`src/rtl/qu_common.sv`:
```
// Shared types for the execute/writeback queue slice: reservation-station cell and
// the result entry held by the execute result buffer.
package qu_common;

  localparam int EXEC_RESULT_BUF_DEPTH = 4;

  typedef enum logic [2:0] {
    OP_NONE   = 3'd0,
    OP_ALU    = 3'd1,
    OP_MUL    = 3'd2,
    OP_BRANCH = 3'd3,
    OP_LOAD   = 3'd4,
    OP_STORE  = 3'd5,
    OP_JUMP   = 3'd6,
    OP_CSR    = 3'd7
  } optype_t;

  typedef struct packed {
    logic        busy;
    optype_t     optype;
    logic [3:0]  rob_tag;
    logic [4:0]  rd;
    logic [11:0] imm;
  } res_st_cell_t;

  typedef struct packed {
    logic [31:0]  value;
    logic         comp;
    res_st_cell_t op;
  } wb_entry_t;

endpackage

```
`src/rtl/exec_result_buffer.sv`:
```
// In-order result queue between execute and the CDB/writeback. Decouples execute from
// CDB arbitration stalls; flush drops all speculative entries.
module exec_result_buffer
  import qu_common::*;
#(
  parameter  int DEPTH = EXEC_RESULT_BUF_DEPTH,
  localparam int CNT_W = $clog2(DEPTH) + 1
) (
  input  logic             clk,
  input  logic             rst,
  input  logic             flush,
  input  logic             in_valid,
  output logic             in_ready,
  input  logic [31:0]      in_value,
  input  logic             in_comp,
  input  res_st_cell_t     in_op,
  output logic             out_valid,
  input  logic             out_ready,
  output logic [31:0]      out_value,
  output logic             out_comp,
  output res_st_cell_t     out_op,
  output logic [CNT_W-1:0] count
);

  localparam int PTR_W = $clog2(DEPTH);
  localparam logic [CNT_W-1:0] FULL_COUNT = CNT_W'(DEPTH);

  wb_entry_t        mem [DEPTH];
  logic [PTR_W-1:0] rd_ptr;
  logic [PTR_W-1:0] wr_ptr;
  logic             full;
  logic             empty;
  logic             push;
  logic             pop;
  wb_entry_t        head;

  // Occupancy, not pointer equality, distinguishes full from empty.
  assign full      = (count == FULL_COUNT);
  assign empty     = (count == '0);
  assign in_ready  = !full;
  assign out_valid = !empty;

  // in_ready depends only on registered state, so a pop in the same cycle cannot open a slot.
  assign push = in_valid && in_ready && !flush;
  assign pop  = out_valid && out_ready && !flush;

  // NOTE: sequential state uses non-blocking assignments so every register samples pre-edge values.
  always_ff @(posedge clk or posedge rst) begin
    if (rst) begin
      rd_ptr <= '0;
      wr_ptr <= '0;
      count  <= '0;
    end else if (flush) begin
      rd_ptr <= '0;
      wr_ptr <= '0;
      count  <= '0;
    end else begin
      if (push) wr_ptr <= wr_ptr + 1'b1;
      if (pop)  rd_ptr <= rd_ptr + 1'b1;
      unique case ({push, pop})
        2'b10:   count <= count + 1'b1;
        2'b01:   count <= count - 1'b1;
        default: count <= count;
      endcase
    end
  end

  // NOTE: storage carries no reset; validity comes from count, and an unreset array maps to plain RAM.
  always_ff @(posedge clk) begin
    if (push) mem[wr_ptr] <= '{value: in_value, comp: in_comp, op: in_op};
  end

  // NOTE: every output gets a default first so this block cannot infer a latch.
  always_comb begin
    head      = '0;
    out_value = '0;
    out_comp  = 1'b0;
    out_op    = '0;
    if (!empty) begin
      head      = mem[rd_ptr];
      out_value = head.value;
      out_comp  = head.comp;
      out_op    = head.op;
    end
  end

  a_no_push_full: assert property (@(posedge clk) disable iff (rst)
    !(push && full));

  a_no_pop_empty: assert property (@(posedge clk) disable iff (rst)
    !(pop && empty));

  a_count_range: assert property (@(posedge clk) disable iff (rst)
    count <= FULL_COUNT);

  // Execute must hold a refused result until it is taken.
  a_in_hold: assert property (@(posedge clk) disable iff (rst)
    (in_valid && !in_ready && !flush) |=>
      (in_valid && $stable(in_value) && $stable(in_comp) && $stable(in_op)));

endmodule

```
`config.mk`:
```
export PLATFORM = sky130hd
export DESIGN_NAME = exec_result_buffer
export DESIGN_NICKNAME = d
export VERILOG_FILES = /design/src/rtl/qu_common.sv /design/src/rtl/exec_result_buffer.sv
export SDC_FILE = /design/constraint.sdc
export NUM_CORES = 1
export LEC_CHECK = 0
export ABC_AREA = 0
export ABC_CLOCK_PERIOD_IN_PS = 4350
export BUFFER_PORTS_ARGS = -buffer_cell sky130_fd_sc_hd__buf_4
export CORE_ASPECT_RATIO = 1.5
export CORE_MARGIN = 4
export CORE_UTILIZATION = 35
export DETAILED_ROUTE_END_ITERATION = 8
export GPL_TIMING_DRIVEN = 0
export SLEW_MARGIN = 30
export SYNTH_ARGS = -nofsm -noshare
export SYNTH_HDL_FRONTEND = slang
export SYNTH_SLANG_ARGS = --single-unit
```
`constraint.sdc`:
```
create_clock -name clk -period 4.35 [get_ports clk]
set_clock_uncertainty 0.05 [all_clocks]
set_input_delay 0.6525 -clock clk [delete_from_list [all_inputs] [get_ports clk]]
set_output_delay 0.6525 -clock clk [all_outputs]
set_load 0.1 [all_outputs]
```
### Word level (Yosys, flattened, before mapping)

Memory sizes are Yosys's and may differ from the RTL's.
Index checks and enable logic that the tools add are counted.

| storage, ports and cells | value |
|---|---|
| input port bits | 63 |
| logic and storage cells | 33 |
| bits in writable memories | 232 |
| output and inout port bits | 63 |
| flip-flop bits (word level) | 7 |
| memories kept | 1 |

Memory list:

| name | depth | width | read ports | clocked after Yosys merged registers in | wr ports | RTL line | text |
|---|---|---|---|---|---|---|---|
| mem | 4 | 58 | 1 | 0 | 1 | exec_result_buffer.sv:28 | `wb_entry_t mem [DEPTH];` |

| cells by class | value |
|---|---|
| add/sub/neg operators | 4 |
| reduce and logical (&&, ||, !) cells | 11 |
| mux-type cells | 11 |
| eq/ne operators | 3 |

Operator list:

| kind | count |
|---|---|
| $mux W32 | 1 |
| $mux W25 | 1 |
| $mux W2 | 4 |
| $pmux W3 S2 | 1 |
| $add A2 B1 Y2 const B | 2 |
| $logic_and A1 B1 Y1 | 4 |
| $reduce_bool A2 Y1 | 2 |
| $add A3 B1 Y3 const B | 1 |
| $eq A3 B3 Y1 const B | 1 |
| $logic_not A1 Y1 | 3 |
| $logic_not A3 Y1 | 1 |
| $mux W1 | 3 |
| $mux W3 | 1 |
| $reduce_bool A3 Y1 | 1 |
| $sub A3 B1 Y3 const B | 1 |
| $eq A2 B1 Y1 const B | 1 |
| $eq A2 B2 Y1 const B | 1 |

### Longest topological paths before layout

| logic depth | value |
|---|---|
| depth in word-level cells | 7 |
| gate-level depth with buffers | 7 |
| gate-level depth less buffers | 6 |

### Worst setup path before layout

No wires, ideal clock.

| path | value |
|---|---|
| path type | reg2out |
| start | reg count[0] |
| end | out out_value[12] |
| path slack | 663 ps |
| arrival | 2985 ps |
| data required time | 3648 ps |
| path buffers | 3 |
| cell stages (with the launch flop) | 6 |
| cells stage by stage | dfrtp_1 > buf_4 > nor3_4 > buf_2 > buf_2 > nor2b_1 |

| on the way | value |
|---|---|
| longest elaborated chain between the ends | 2 |

RTL lines:

| what | RTL line | text |
|---|---|---|
| start, declared | exec_result_buffer.sv:22 | `output logic [CNT_W-1:0] count` |
| start signal, assigned | exec_result_buffer.sv:61 | `2'b10: count <= count + 1'b1;` |
| start signal, assigned | exec_result_buffer.sv:62 | `2'b01: count <= count - 1'b1;` |
| start signal, assigned | exec_result_buffer.sv:63 | `default: count <= count;` |
| $logic_not A3 Y1 | exec_result_buffer.sv:39 | `assign empty = (count == '0);` |
| $mux W32 | exec_result_buffer.sv:79 | `if (!empty) begin` |
| end, declared | exec_result_buffer.sv:19 | `output logic [31:0] out_value,` |

No other way between the ends.

### Final worst setup path

| path | value |
|---|---|
| start | reg count[1] |
| end | out out_value[13] |

The elaborated chain is that of the path after synthesis.

==> summary.txt <==
Worst Reg-to-Reg Cells: 6
sw power: 1.697 mW
CTS clk-pin slew, worst paths: 70 ps
Die Y: 208.2 µm
Inserted Clock Buffers: 23
Worst Path Buf+Inv: 4
post-layout net count: 656
Setup WS post-layout: 1204 ps
initial antenna violation count: 0
Setup crit start kind: register
CTS Buffer Depth: 3
Vias/cell: 4.817
slowest CP cell: dfrtp_1
WL/cell: 19.49 µm
RR Startpoint: count[1]$_DFFE_PP0P_
worst path cell trace: buf_4 -> nor3_4 -> buf_2 -> buf_2 -> nor2b_1 -> buf_4
post-cts resize count: 0
async set or reset register ratio after synthesis: 0.02929
result of the run: complete, no violations
Final Hold Vio Count: 0
Initial Util: 0.3541
postcts setup bufs: 0
DP Area: 10,790 µm²
unrepaired setup endpoints after global routing: no
Slew Limit Fails: 0
register area share after synthesis: 0.7640
kind of critical path: register to primary output
Logic pwr share: 0.208
worst-margin pin slew: 505.8 ps
Cell Rows: 73
Starting DRT DRC Count: 212
Clock Power Share: 0.345
number of library cell types mapped by synthesis: 35
Leak: 3.914 nW
vias in the first global route: 5,151
share of cells above drive strength 1: 0.4106
Max-Cap Viols: 0
Hold WC Path Type: primary input to asynchronous set/reset pin
Slew headroom: 0.6628
gate family responsible for the most delay along the worst path: buffers and inverters
# setup viols final: 0
CTS tree: yes
Clk Latency, worst-skew pair: 490 ps
Ys Warns: 0
First-pass DRT Iterations: 4
Worst EP required: 3650 ps
fin cells: 941
PortBufs: 124
Die ar.: 29,440 µm²
CORE AREA: 26,400 µm²
total internal power: 4.141 mW
worst setup path end: out_value[13]
Max Fclk: 317.8 MHz
dpl cells: 900
Critical Path Fanout Max: 10
WP depth: 6
Worst R2R Setup Slack: 1920 ps
fin crit period: 3146 ps
drt total wl: 18,340 µm
final global-route overflow total: 0
# clock sinks: 239
Residual DRC: 0
cts hold-fix bufs: 0
# IOs: 126
top_reg_cell synth: edfxtp_1
Layout Area Growth over Synthesis: 23.65%
global-route wire length before repair: 28,780 µm
worst slack at placement: 1618 ps
crit path capture type: primary output
Reg power frac: 0.447
Netlist Area Pre-Place: 9348 µm²
Die W: 141.4 µm
critical path data arrival time: 2440 ps
number of nets with antenna violations after routing: 0
Gate Count Post-Synth: 435
total power draw: 5.838 mW
switching share of total power: 0.2907
CTS H-Tree Depth: 1
CP startpoint: count[1]$_DFFE_PP0P_
setup TNS: 0 ps
Period Utilization, post-route: 0.7233
Root Buffer Master: clkbuf_16
Tot GR Track Use: 0.1253
crit-path max cell delay: 420 ps
Post-Layout Inst Area: 11,560 µm²
ANT cells: 0
EDFF count, synth: 232
syn_area_per_cell: 21.49 µm²
utilization after layout: 0.4379
Power per Cell Area: 505.1 nW/µm²
Post-Syn Nets: 503
#FFs+latches synth: 239
routability congestion estimate from global placement: 0.7752
Reg-to-Reg End: count[2]$_DFFE_PP0P_
largest net degree at the start of global routing: 31
DP Wirelength: 12,150 µm
via count: 4,533
Max IR drop VDD: 0.0002990 V
Fin Hold WS: 31.53 ps
-- placed cells by master (no fill, tap or decap), drive strengths merged, types with 2 or more instances in the layout --
| cell type | count |
|---|---|
| clkbuf | 31 |
| ha | 4 |
| edfxtp | 232 |
| nor2 | 5 |
| clkinv | 9 |
| dfrtp | 7 |
| buf | 150 |
| nand2b | 2 |
| a21oi | 3 |
| o21ai | 2 |
| nand3 | 4 |
| mux4 | 58 |
| and2 | 4 |
| xor2 | 2 |
| nor2b | 58 |
| nand2 | 2 |
| o2111ai | 2 |
| nor3 | 3 |
| bufinv | 4 |
| inv | 9 |
-- synthesized netlist by cell type, types with 4 or more instances --
master | number | area [µm²]
edfxtp_1 | 232 | 6967
mux4_2 | 58 | 1306
nor2b_1 | 58 | 362.9
buf_2 | 11 | 55.05
inv_1 | 8 | 30.03
dfrtp_1 | 7 | 175.2
buf_6 | 6 | 67.56
nor2_1 | 5 | 18.77
and2_1 | 4 | 25.02
buf_4 | 4 | 30.03
clkbuf_1 | 4 | 15.01
ha_1 | 4 | 50.05
nand3_1 | 4 | 20.02
-- per-layer routing --
metal / wire, µm / part of all wire / track usage / up-vias
li1: - / - / - / 2053
met1: 6616 / 0.36 / 0.1399 / 2344
met2: 10530 / 0.57 / 0.2419 / 109
met3: 870 / 0.047 / 0.02322 / 27
met4: 321 / 0.017 / 0.03113 / 0
met5: 0 / 0 / 0 / -
-- power by group through the flow --
stage	Sequential [mW]	Combinational, mW	Clock (mW)
2_1_floorplan	2.67	0.923	0
3_3_place_gp	2.66	1.21	0
3_5_place_dp	2.66	1.24	0
4_1_cts	2.61	1.24	2.06
5_1_grt	2.61	1.27	2.17
6_report	2.61	1.22	2.01
-- area by class of cell --
type / count / area [µm²]
Clock buffer: 27 / 590.6
Inverter: 8 / 30.03
Clock inverter: 14 / 177.7
Tap cell: 337 / 421.7
Fill cell: 2282 / 14840
Sequential cell: 239 / 7142
Timing Repair Buffer: 128 / 1011
Buffer: 26 / 171.4
Multi-Input combinational cell: 162 / 2014
-- cell families after synthesis --
| kind of cell | share of synthesized area |
|---|---|
| flops | 0.7640 |
| simple gates | 0.05287 |
| mux | 0.1409 |
| buf+inv | 0.02155 |
| compound gates | 0.01031 |
| fa+ha+maj | 0.007496 |
| xor+xnor | 0.002811 |
-- registers in the layout, indices dropped and copies added, names as in the netlist --
register  count
count         3
mem         232
rd_ptr        2
wr_ptr        2
-- worst reg2reg max path, stage by stage, from the launching register on --
cell and delay, ps:
dfrtp_1 420, buf_4 190, o31ai_1 370, nor3_1 110, fa_1 430, or4_1 570, a31oi_1 210
-- worst min-delay path by stage --
stage                                      from               endpoint  slack [ps]  cells after the start
after detailed placement  wr_ptr[0]$_DFFE_PP0P_  wr_ptr[0]$_DFFE_PP0P_         550                      2
after global placement    wr_ptr[0]$_DFFE_PP0P_  wr_ptr[0]$_DFFE_PP0P_         520                      2
after floorplan                             rst   count[0]$_DFFE_PP0P_         410                      1
after CTS                                   rst   count[2]$_DFFE_PP0P_          20                      2
after global routing                        rst  rd_ptr[1]$_DFFE_PP0P_          50                      2
final                                       rst   count[2]$_DFFE_PP0P_          30                      2
Note: power is estimated with default switching activity, not from simulation.
